--- src/rtl/ram_access_ctrl_pkg.sv ---
// rtl/ram_access_ctrl_pkg.sv - shared types and helpers for the RAM load/store sequencer
package ram_access_ctrl_pkg;

    typedef enum logic [1:0] {
        RAM_MASK_B = 2'd0,
        RAM_MASK_H = 2'd1,
        RAM_MASK_W = 2'd2
    } ram_mask_e;

    typedef enum logic [2:0] {
        IDLE  = 3'd0,
        RD    = 3'd1,
        WAIT  = 3'd2,
        MERGE = 3'd3,
        WR    = 3'd4,
        RESP  = 3'd5
    } ram_ctrl_state_e;

    function automatic logic is_misaligned(ram_mask_e mask, logic [1:0] lane);
        case (mask)
            RAM_MASK_H: return lane[0];
            RAM_MASK_W: return |lane;
            default:    return 1'b0;
        endcase
    endfunction

endpackage

--- src/rtl/ram_access_ctrl_mask.sv ---
// rtl/ram_access_ctrl_mask.sv - zero-extends the low byte/half of a word, passes W through
module ram_access_ctrl_mask
    import ram_access_ctrl_pkg::*;
(
    input  logic [31:0] word,
    input  ram_mask_e   mask,
    output logic [31:0] masked
);

    always_comb begin
        masked = word;
        case (mask)
            RAM_MASK_B: masked = {24'd0, word[7:0]};
            RAM_MASK_H: masked = {16'd0, word[15:0]};
            default:    masked = word;
        endcase
    end

endmodule

--- src/rtl/ram_access_ctrl.sv ---
// rtl/ram_access_ctrl.sv - byte/half/word load-store sequencer for a 32-bit word RAM without byte enables
module ram_access_ctrl
    import ram_access_ctrl_pkg::*;
#(
    parameter int ADDR_W     = 16,
    parameter int RD_LATENCY = 1
) (
    input  logic              clk,
    input  logic              rst_n,
    input  logic              req_valid,
    output logic              req_ready,
    input  logic              req_we,
    input  logic [ADDR_W+1:0] req_addr,
    input  logic [31:0]       req_wdata,
    input  ram_mask_e         req_mask,
    input  logic              req_unsigned,
    output logic              rsp_valid,
    input  logic              rsp_ready,
    output logic [31:0]       rsp_rdata,
    output logic              rsp_err,
    output logic [ADDR_W-1:0] ram_addr,
    output logic              ram_re,
    output logic              ram_we,
    output logic [31:0]       ram_wdata,
    input  logic [31:0]       ram_rdata
);

    localparam int CNT_W = $clog2(RD_LATENCY + 1);
    localparam logic [CNT_W-1:0] CNT_LOAD = CNT_W'(RD_LATENCY);
    localparam logic [CNT_W-1:0] CNT_ONE  = CNT_W'(1);

    ram_ctrl_state_e state, state_next;

    logic [ADDR_W+1:0] addr_q;
    logic              we_q;
    logic [15:0]       wdata_q;
    ram_mask_e         mask_q;
    logic              uns_q;
    logic [CNT_W-1:0]  cnt_q;
    logic [31:0]       word_q;
    logic [31:0]       wr_word_q;
    logic [31:0]       rdata_q;
    logic              err_q;

    logic              accept;
    logic              req_misaligned;
    logic [31:0]       lane_word;
    logic [31:0]       zext_word;
    logic [31:0]       load_word;
    logic [31:0]       merged_word;

    assign accept         = (state == IDLE) && req_valid;
    assign req_misaligned = is_misaligned(req_mask, req_addr[1:0]);

    always_ff @(posedge clk or negedge rst_n) begin
        if (!rst_n) begin
            state <= IDLE;
        end else begin
            state <= state_next;
        end
    end

    // Stores leave WAIT on the data cycle; loads take one more WAIT cycle to register the extended result.
    always_comb begin
        state_next = state;
        case (state)
            IDLE: begin
                if (req_valid) begin
                    if (req_misaligned)
                        state_next = RESP;
                    else if (req_we && req_mask == RAM_MASK_W)
                        state_next = WR;
                    else
                        state_next = RD;
                end
            end
            RD:    state_next = WAIT;
            WAIT: begin
                if (we_q) begin
                    if (cnt_q == CNT_ONE)
                        state_next = MERGE;
                end else if (cnt_q == '0) begin
                    state_next = RESP;
                end
            end
            MERGE: state_next = WR;
            WR:    state_next = RESP;
            RESP: begin
                if (rsp_ready)
                    state_next = IDLE;
            end
            default: state_next = IDLE;
        endcase
    end

    always_ff @(posedge clk or negedge rst_n) begin
        if (!rst_n) begin
            addr_q    <= '0;
            we_q      <= 1'b0;
            wdata_q   <= '0;
            mask_q    <= RAM_MASK_W;
            uns_q     <= 1'b0;
            cnt_q     <= '0;
            word_q    <= '0;
            wr_word_q <= '0;
            rdata_q   <= '0;
            err_q     <= 1'b0;
        end else begin
            if (accept) begin
                addr_q  <= req_addr;
                we_q    <= req_we;
                wdata_q <= req_wdata[15:0];
                mask_q  <= req_mask;
                uns_q   <= req_unsigned;
                err_q   <= req_misaligned;
                rdata_q <= '0;
                if (req_we && req_mask == RAM_MASK_W)
                    wr_word_q <= req_wdata;
            end
            if (state == RD)
                cnt_q <= CNT_LOAD;
            if (state == WAIT) begin
                cnt_q <= cnt_q - CNT_ONE;
                if (cnt_q == CNT_ONE)
                    word_q <= ram_rdata;
                if (!we_q && cnt_q == '0)
                    rdata_q <= load_word;
            end
            if (state == MERGE)
                wr_word_q <= merged_word;
        end
    end

    assign lane_word = word_q >> {addr_q[1:0], 3'b000};

    ram_access_ctrl_mask u_mask (
        .word   (lane_word),
        .mask   (mask_q),
        .masked (zext_word)
    );

    always_comb begin
        load_word = zext_word;
        if (!uns_q) begin
            case (mask_q)
                RAM_MASK_B: load_word = {{24{zext_word[7]}}, zext_word[7:0]};
                RAM_MASK_H: load_word = {{16{zext_word[15]}}, zext_word[15:0]};
                default:    load_word = zext_word;
            endcase
        end
    end

    always_comb begin
        merged_word = word_q;
        if (mask_q == RAM_MASK_H)
            merged_word[{addr_q[1], 4'b0000} +: 16] = wdata_q;
        else
            merged_word[{addr_q[1:0], 3'b000} +: 8] = wdata_q[7:0];
    end

    assign req_ready = (state == IDLE);
    assign rsp_valid = (state == RESP);
    assign rsp_rdata = rdata_q;
    assign rsp_err   = err_q;
    assign ram_re    = (state == RD);
    assign ram_we    = (state == WR);
    assign ram_addr  = addr_q[ADDR_W+1:2];
    assign ram_wdata = wr_word_q;

endmodule

--- config.mk ---
export PLATFORM = sky130hd
export DESIGN_NAME = ram_access_ctrl
export DESIGN_NICKNAME = d
export VERILOG_FILES = /design/src/rtl/ram_access_ctrl_pkg.sv /design/src/rtl/ram_access_ctrl_mask.sv /design/src/rtl/ram_access_ctrl.sv
export SDC_FILE = /design/constraint.sdc
export NUM_CORES = 1
export LEC_CHECK = 0
export CORE_AREA = 2 2 135 124
export CTS_BUF_LIST = sky130_fd_sc_hd__clkbuf_4 sky130_fd_sc_hd__clkbuf_8
export DETAILED_ROUTE_END_ITERATION = 6
export DIE_AREA = 0 0 137 126
export HOLD_SLACK_MARGIN = 0.08
export PLACE_DENSITY = 0.78
export SYNTH_ARGS = -nofsm -noshare
export SYNTH_HDL_FRONTEND = slang
export SYNTH_SLANG_ARGS = --single-unit
--- constraint.sdc ---
create_clock -name clk -period 3.2 [get_ports clk]
set_clock_uncertainty 0.2 [all_clocks]
set_input_delay 0.64 -clock clk [delete_from_list [all_inputs] [get_ports clk]]
set_output_delay 0.64 -clock clk [all_outputs]
set_load 0.05 [all_outputs]
# Word level (Yosys, flattened, before mapping)
# Cells that the tools add are included.
classes:
  n_addsub: 3
  eq_ne: 12
  shift: 5
  mux: 23
  bitwise_logic: 1
  n_reduce_logical: 13
op_table:
  columns: ["op", "n"]
  rows:
  - ["two-way mux 32 bit", 8]
  - ["case mux 32 bit (2 select lines)", 2]
  - ["bitwise mux 32 bit", 2]
  - ["variable shift 16 x 7 -> 32 bit (first input constant)", 1]
  - ["variable shift 8 x 7 -> 32 bit (first input constant)", 1]
  - ["variable part select 16 x 7 -> 32 bit", 1]
  - ["variable part select 8 x 7 -> 32 bit", 1]
  - [">> shifter 32 x 5 -> 32 bit", 1]
  - ["two-way mux 3 bit", 7]
  - ["case mux 3 bit (6 select lines)", 1]
  - ["negator 5 -> 7 bit", 2]
  - ["== test 3 x 2 -> 1 bit (second input constant)", 2]
  - ["== test 3 bit (second input constant)", 2]
  - ["!= test 3 bit (second input constant)", 2]
  - ["nonzero test 2 bit", 3]
  - ["== test 2 x 1 -> 1 bit (second input constant)", 2]
  - ["AND reduction 2 bit", 2]
  - ["AND reduction 4 bit", 1]
  - ["== test 3 x 1 -> 1 bit (second input constant)", 1]
  - ["logical AND 1 bit", 3]
  - ["logical NOT 3 bit", 1]
  - ["== test 2 bit (second input constant)", 1]
  - ["logical NOT 2 bit", 1]
  - ["two-way mux 1 bit", 2]
  - ["other kinds (7)", 7]
word_totals:
  ff_bits: 139
  elab_cells: 68

# Longest topological paths before layout
depth:
  word_depth: 6
  ltp_mapped: 10
  depth_no_buf: 6

# Modules after synthesis
# A second synthesis with hierarchy kept.
hier_totals:
  hier_cells: 729
  hier_area_um2: 7394.6
by_module_without_submodules:
  columns: ["mod", "n_inst", "cells_per_inst", "area_each_um2", "seq_area_each_um2"]
  rows:
  - ["ram_access_ctrl", 1, 694, 7143.1, 3479.6]
  - ["ram_access_ctrl_mask", 1, 35, 251.5, 0.0]

# Worst setup path before layout
# No wires, ideal clock.
synth_path:
  path_kind: "register to register"
  from: "register addr_q[1]"
  to: "register wr_word_q[13], in the netlist ram_wdata[13]"
  setup_ps: 83
  arrival_time_ps: 2437
  slack_ps: 479
  path_stages_with_launch: 11
  path_cell_list: "dfrtp_1 -> buf_2 -> buf_2 -> clkbuf_1 -> buf_2 -> inv_1 -> ha_1 -> nand2_1 -> nor3_1 -> a221oi_1 -> o22ai_1"
synth_via:
  elab_chain_cells: 5
  word_cells_on_any_way: 10
synth_rtl:
  columns: ["element", "line_no", "source"]
  rows:
  - ["start, declared", "ram_access_ctrl.sv:34", "logic [ADDR_W+1:0] addr_q;"]
  - ["start signal, assigned", "ram_access_ctrl.sv:110", "addr_q <= req_addr;"]
  - ["negator 5 -> 7 bit, on equally long branches", "ram_access_ctrl.sv:156, ram_access_ctrl.sv:158", null]
  - ["variable part select 16 x 7 -> 32 bit (tied with other cells)", "ram_access_ctrl.sv:156", "merged_word[{addr_q[1], 4'b0000} +: 16] = wdata_q;"]
  - ["bitwise mux 32 bit, on equally long branches", "ram_access_ctrl.sv:156, ram_access_ctrl.sv:158", null]
  - ["two-way mux 32 bit (*)", "ram_access_ctrl.sv:155", "if (mask_q == RAM_MASK_H)"]
  - ["two-way mux 32 bit (*)", "ram_access_ctrl.sv:129", "if (state == MERGE)"]
  - ["end signal, assigned", "ram_access_ctrl.sv:118", "wr_word_q <= req_wdata;"]
  - ["end signal, assigned", "ram_access_ctrl.sv:130", "wr_word_q <= merged_word;"]
  - ["end, declared", "ram_access_ctrl.sv:41", "logic [31:0] wr_word_q;"]
# Mark *: on every way between the ends. The rest lies on a longest branch, timed or not.
# A chain may end at the register's enable or synchronous reset.

# Worst setup path after layout
layout_path:
  from: "register state[1]"
  to: "output ram_re"
layout_via:
  elab_chain_cells: 1
layout_rtl:
  columns: ["element", "line_no", "source"]
  rows:
  - ["start, declared", "ram_access_ctrl.sv:32", "ram_ctrl_state_e state, state_next;"]
  - ["start signal, assigned", "ram_access_ctrl.sv:59", "state <= state_next;"]
  - ["== test 3 x 1 -> 1 bit", "ram_access_ctrl.sv:165", "assign ram_re = (state == RD);"]
  - ["end, declared", "ram_access_ctrl.sv:22", "output logic ram_re,"]
# No other way between the ends.

==> flow_metrics.tcl <==
set metrics [dict create \
    run_status "finished, final reports clean" \
    r2r-start "addr_q[0]" \
    cpPeakStageDelay_ps 830 \
    syn_area_sq_um 7020 \
    path_cells "nand2b_1 > nor2_1 > clkdlybuf4s50_1" \
    synth-edff-count 0 \
    grt_max_degree 74 \
    drive_above_1_share_pct 19.7 \
    grt_pass1_vias 5749 \
    grt_first_pass_wirelength_microns 31800 \
    hold_path_depth 1 \
    track_usage_pct 24.2 \
    gp_congestion 0.871 \
    synth_compound_gate_area_share_pct 15.5 \
    clock_latency_ps 460 \
    hold_ws_ps 304 \
    synth_ff_type "dfrtp_1" \
    overflow 0 \
    slew_viol_final 0 \
    antenna_found_initial 0 \
    yosysTopAreaCellShare_pct 49.2 \
    h-tree-depth 4 \
    die_area_sq_um 17300 \
    yosys.area_share.simple_pct 6.38 \
    peakVddDrop_uv 749 \
    drv_cap 0 \
    layout_commonest_cell "clkdlybuf4s50_1" \
    cp.arrival_ps 2230 \
    syn_avg_cell_area_sq_um 11.5 \
    die_w_microns 137 \
    r2r_setup_slack_ps 560 \
    hold_violations 0 \
    antenna_cells 0 \
    yosys.area.top_type "dfrtp_1" \
    portBuffers 174 \
    synth.area.mux_share_pct 21.9 \
    setup_violations 0 \
    power_density_nw_per_um2 1240 \
    first_pass_iters 5 \
    rsz0062_at_grt "no" \
    fmaxAchievable_mhz 326 \
    fillers 1251 \
    worstPathRequired_ps 2360 \
    clock_path_buffers 2 \
    synthToLayoutAreaGrowth_pct 33.3 \
    layout_common_cells "clkdlybuf4s50_1, dfrtp_1, mux2_2" \
    hold_start "rsp_rdata[4]" \
    fin_crit_sh_pct 95.8 \
    root_buffer "clkbuf_8" \
    cp-start-kind "flop" \
    yosysSeqAreaShare_pct 49.6 \
    ant_nets 0 \
    routed_wl_microns 20300 \
    vias_per_cell 5.81 \
    ys_warn_count 0 \
    criticalPathCategory "reg2out" \
    worstHoldPathType "reg2reg" \
    drc 0 \
    synth_fa_ha_area_share_pct 1.25 \
    final_nets 854 \
    slew_headroom_pct 27.2 \
    max_slew.worst_pin.slew_ps 1090 \
    clk_pin_slew_ps 80 \
    synth-seq-cells 139 \
    rr_endpoint "ram_wdata[12]" \
    rows 44 \
    cts_tree "yes" \
    cp_slowest_cell "clkdlybuf4s50_1" \
    syn_nets 710 \
    rr_worst_depth 6 \
    synth_top_family_by_area "multiplexers" \
    chipHeight_microns 126 \
    num_vias 5675 \
    p_leak_nw 3.75 \
    critical_path_buf_inv_count 1 \
    synth_cell_types 51 \
    synthCells 613 \
    core_sq_um 15900 \
    crit_family "buffers and inverters" \
    post_synth_main_area_contributors "dfrtp_1, mux2_2, mux2i_1" \
    end_kind "output port" \
    postCtsSetupRepairBufs 0 \
    dp_hpwl_microns 14500 \
    tns_ps 0 \
    io_pins 175 \
    synth_xor_area_share_pct 0.125 \
    avgRoutedWirePerCell_microns 20.8 \
    cp_max_fo 14 \
    cts_buffers 17 \
    drtIter0Drc 413 \
    start_util_pct 44.3 \
    synthArstFlopShare_pct 100 \
    whs_endpoint "rsp_rdata[4]" \
    period_needed_ps 3070 \
    cts_sinks 139 \
]
==> area by class of cell <==
cell class	instances	area (sq um)	share of cell area, %
multi-input cells	403	3180	33.9
clock buffers	21	289	3.09
clock inverters	11	236	2.53
flip-flops and latches	139	3480	37.2
repair buffers	188	1890	20.2
inverters	8	30.0	0.321
well taps	207	259	2.77
==> cell usage after synthesis (all sizes together), types with 5 or more instances <==
| cell type | instances |
|---|---|
| inv | 7 |
| buf | 43 |
| mux2i | 47 |
| clkbuf | 20 |
| nor2 | 15 |
| nand2 | 25 |
| nand3b | 7 |
| nand3 | 9 |
| a21oi | 71 |
| dfrtp | 138 |
| o22ai | 16 |
| o21ai | 35 |
| ha | 7 |
| a221oi | 32 |
| mux2 | 93 |
| nor2b | 5 |
| o2bb2ai | 7 |
==> timing repair <==
item                                    in CTS  in global routing
endpoints found under the setup margin       0                  1
hold buffers                                 1                  0
gates resized for setup                      0                  1
endpoints found under the hold margin       70                  0
==> registers in the layout, summed over array words and instances, names as in the netlist <==
register   cells
ram_wdata     32
rsp_rdata     32
word_q        32
addr_q        18
wdata_q       16
state          3
mask_q         2
cnt_q          1
rsp_err        1
uns_q          1
we_q           1
==> report_power, final <==
| group | switching, W | total (W) | internal (W) |
|---|---|---|---|
| Combinational | 0.00368 | 0.00614 | 0.00246 |
| Sequential | 0.00102 | 0.00364 | 0.00262 |
| Clock | 0.000690 | 0.00186 | 0.00117 |
==> routing by layer <==
metal	vias to the layer above	track usage, %	wire length (microns)
li1	2548	-	-
met1	2803	31.8	8560
met2	280	37.8	9480
met3	44	8.29	1810
met4	0	7.34	450
met5	-	0	0
==> worst max path at each step <==
stage                      startpoint             to  slack, ps  cells after the start
final                        state[1]         ram_re        130                      3
after CTS                    state[2]      rsp_valid         90                      3
after floorplan             addr_q[1]  ram_wdata[13]        480                     10
after global placement       state[2]      rsp_valid        640                      3
after detailed placement  req_mask[0]  ram_wdata[28]        520                      8
after global routing         state[1]         ram_re         20                      3
==> cell families (layout without fill, tap and decap cells) <==
kind of cell / count (synthesis) / count (layout)
AO/OA/AOI/OAI: 173 / 173
buffers and inverters: 71 / 228
XOR/XNOR: 1 / 1
multiplexers: 141 / 141
adder cells (fa/ha/maj): 7 / 7
flip-flops: 139 / 139
AND/OR/NAND/NOR: 81 / 81
==> stage by stage <==
step | power, W | utilization (%) | instance area (sq um) | setup slack [ps] | cells
after CTS | 0.0116 | 59.0 | 9360 | 91.8 | 977
after global routing | 0.0122 | 59.0 | 9360 | 18.6 | 977
after global placement | 0.00953 | 55.6 | 8820 | 645 | 944
final | 0.0116 | 59.0 | 9360 | 134 | 977
after detailed placement | 0.00971 | 55.6 | 8820 | 516 | 944
after floorplan | 0.00776 | - | 7020 | 479 | 613
No activity file was read; power rests on OpenSTA's default activity.
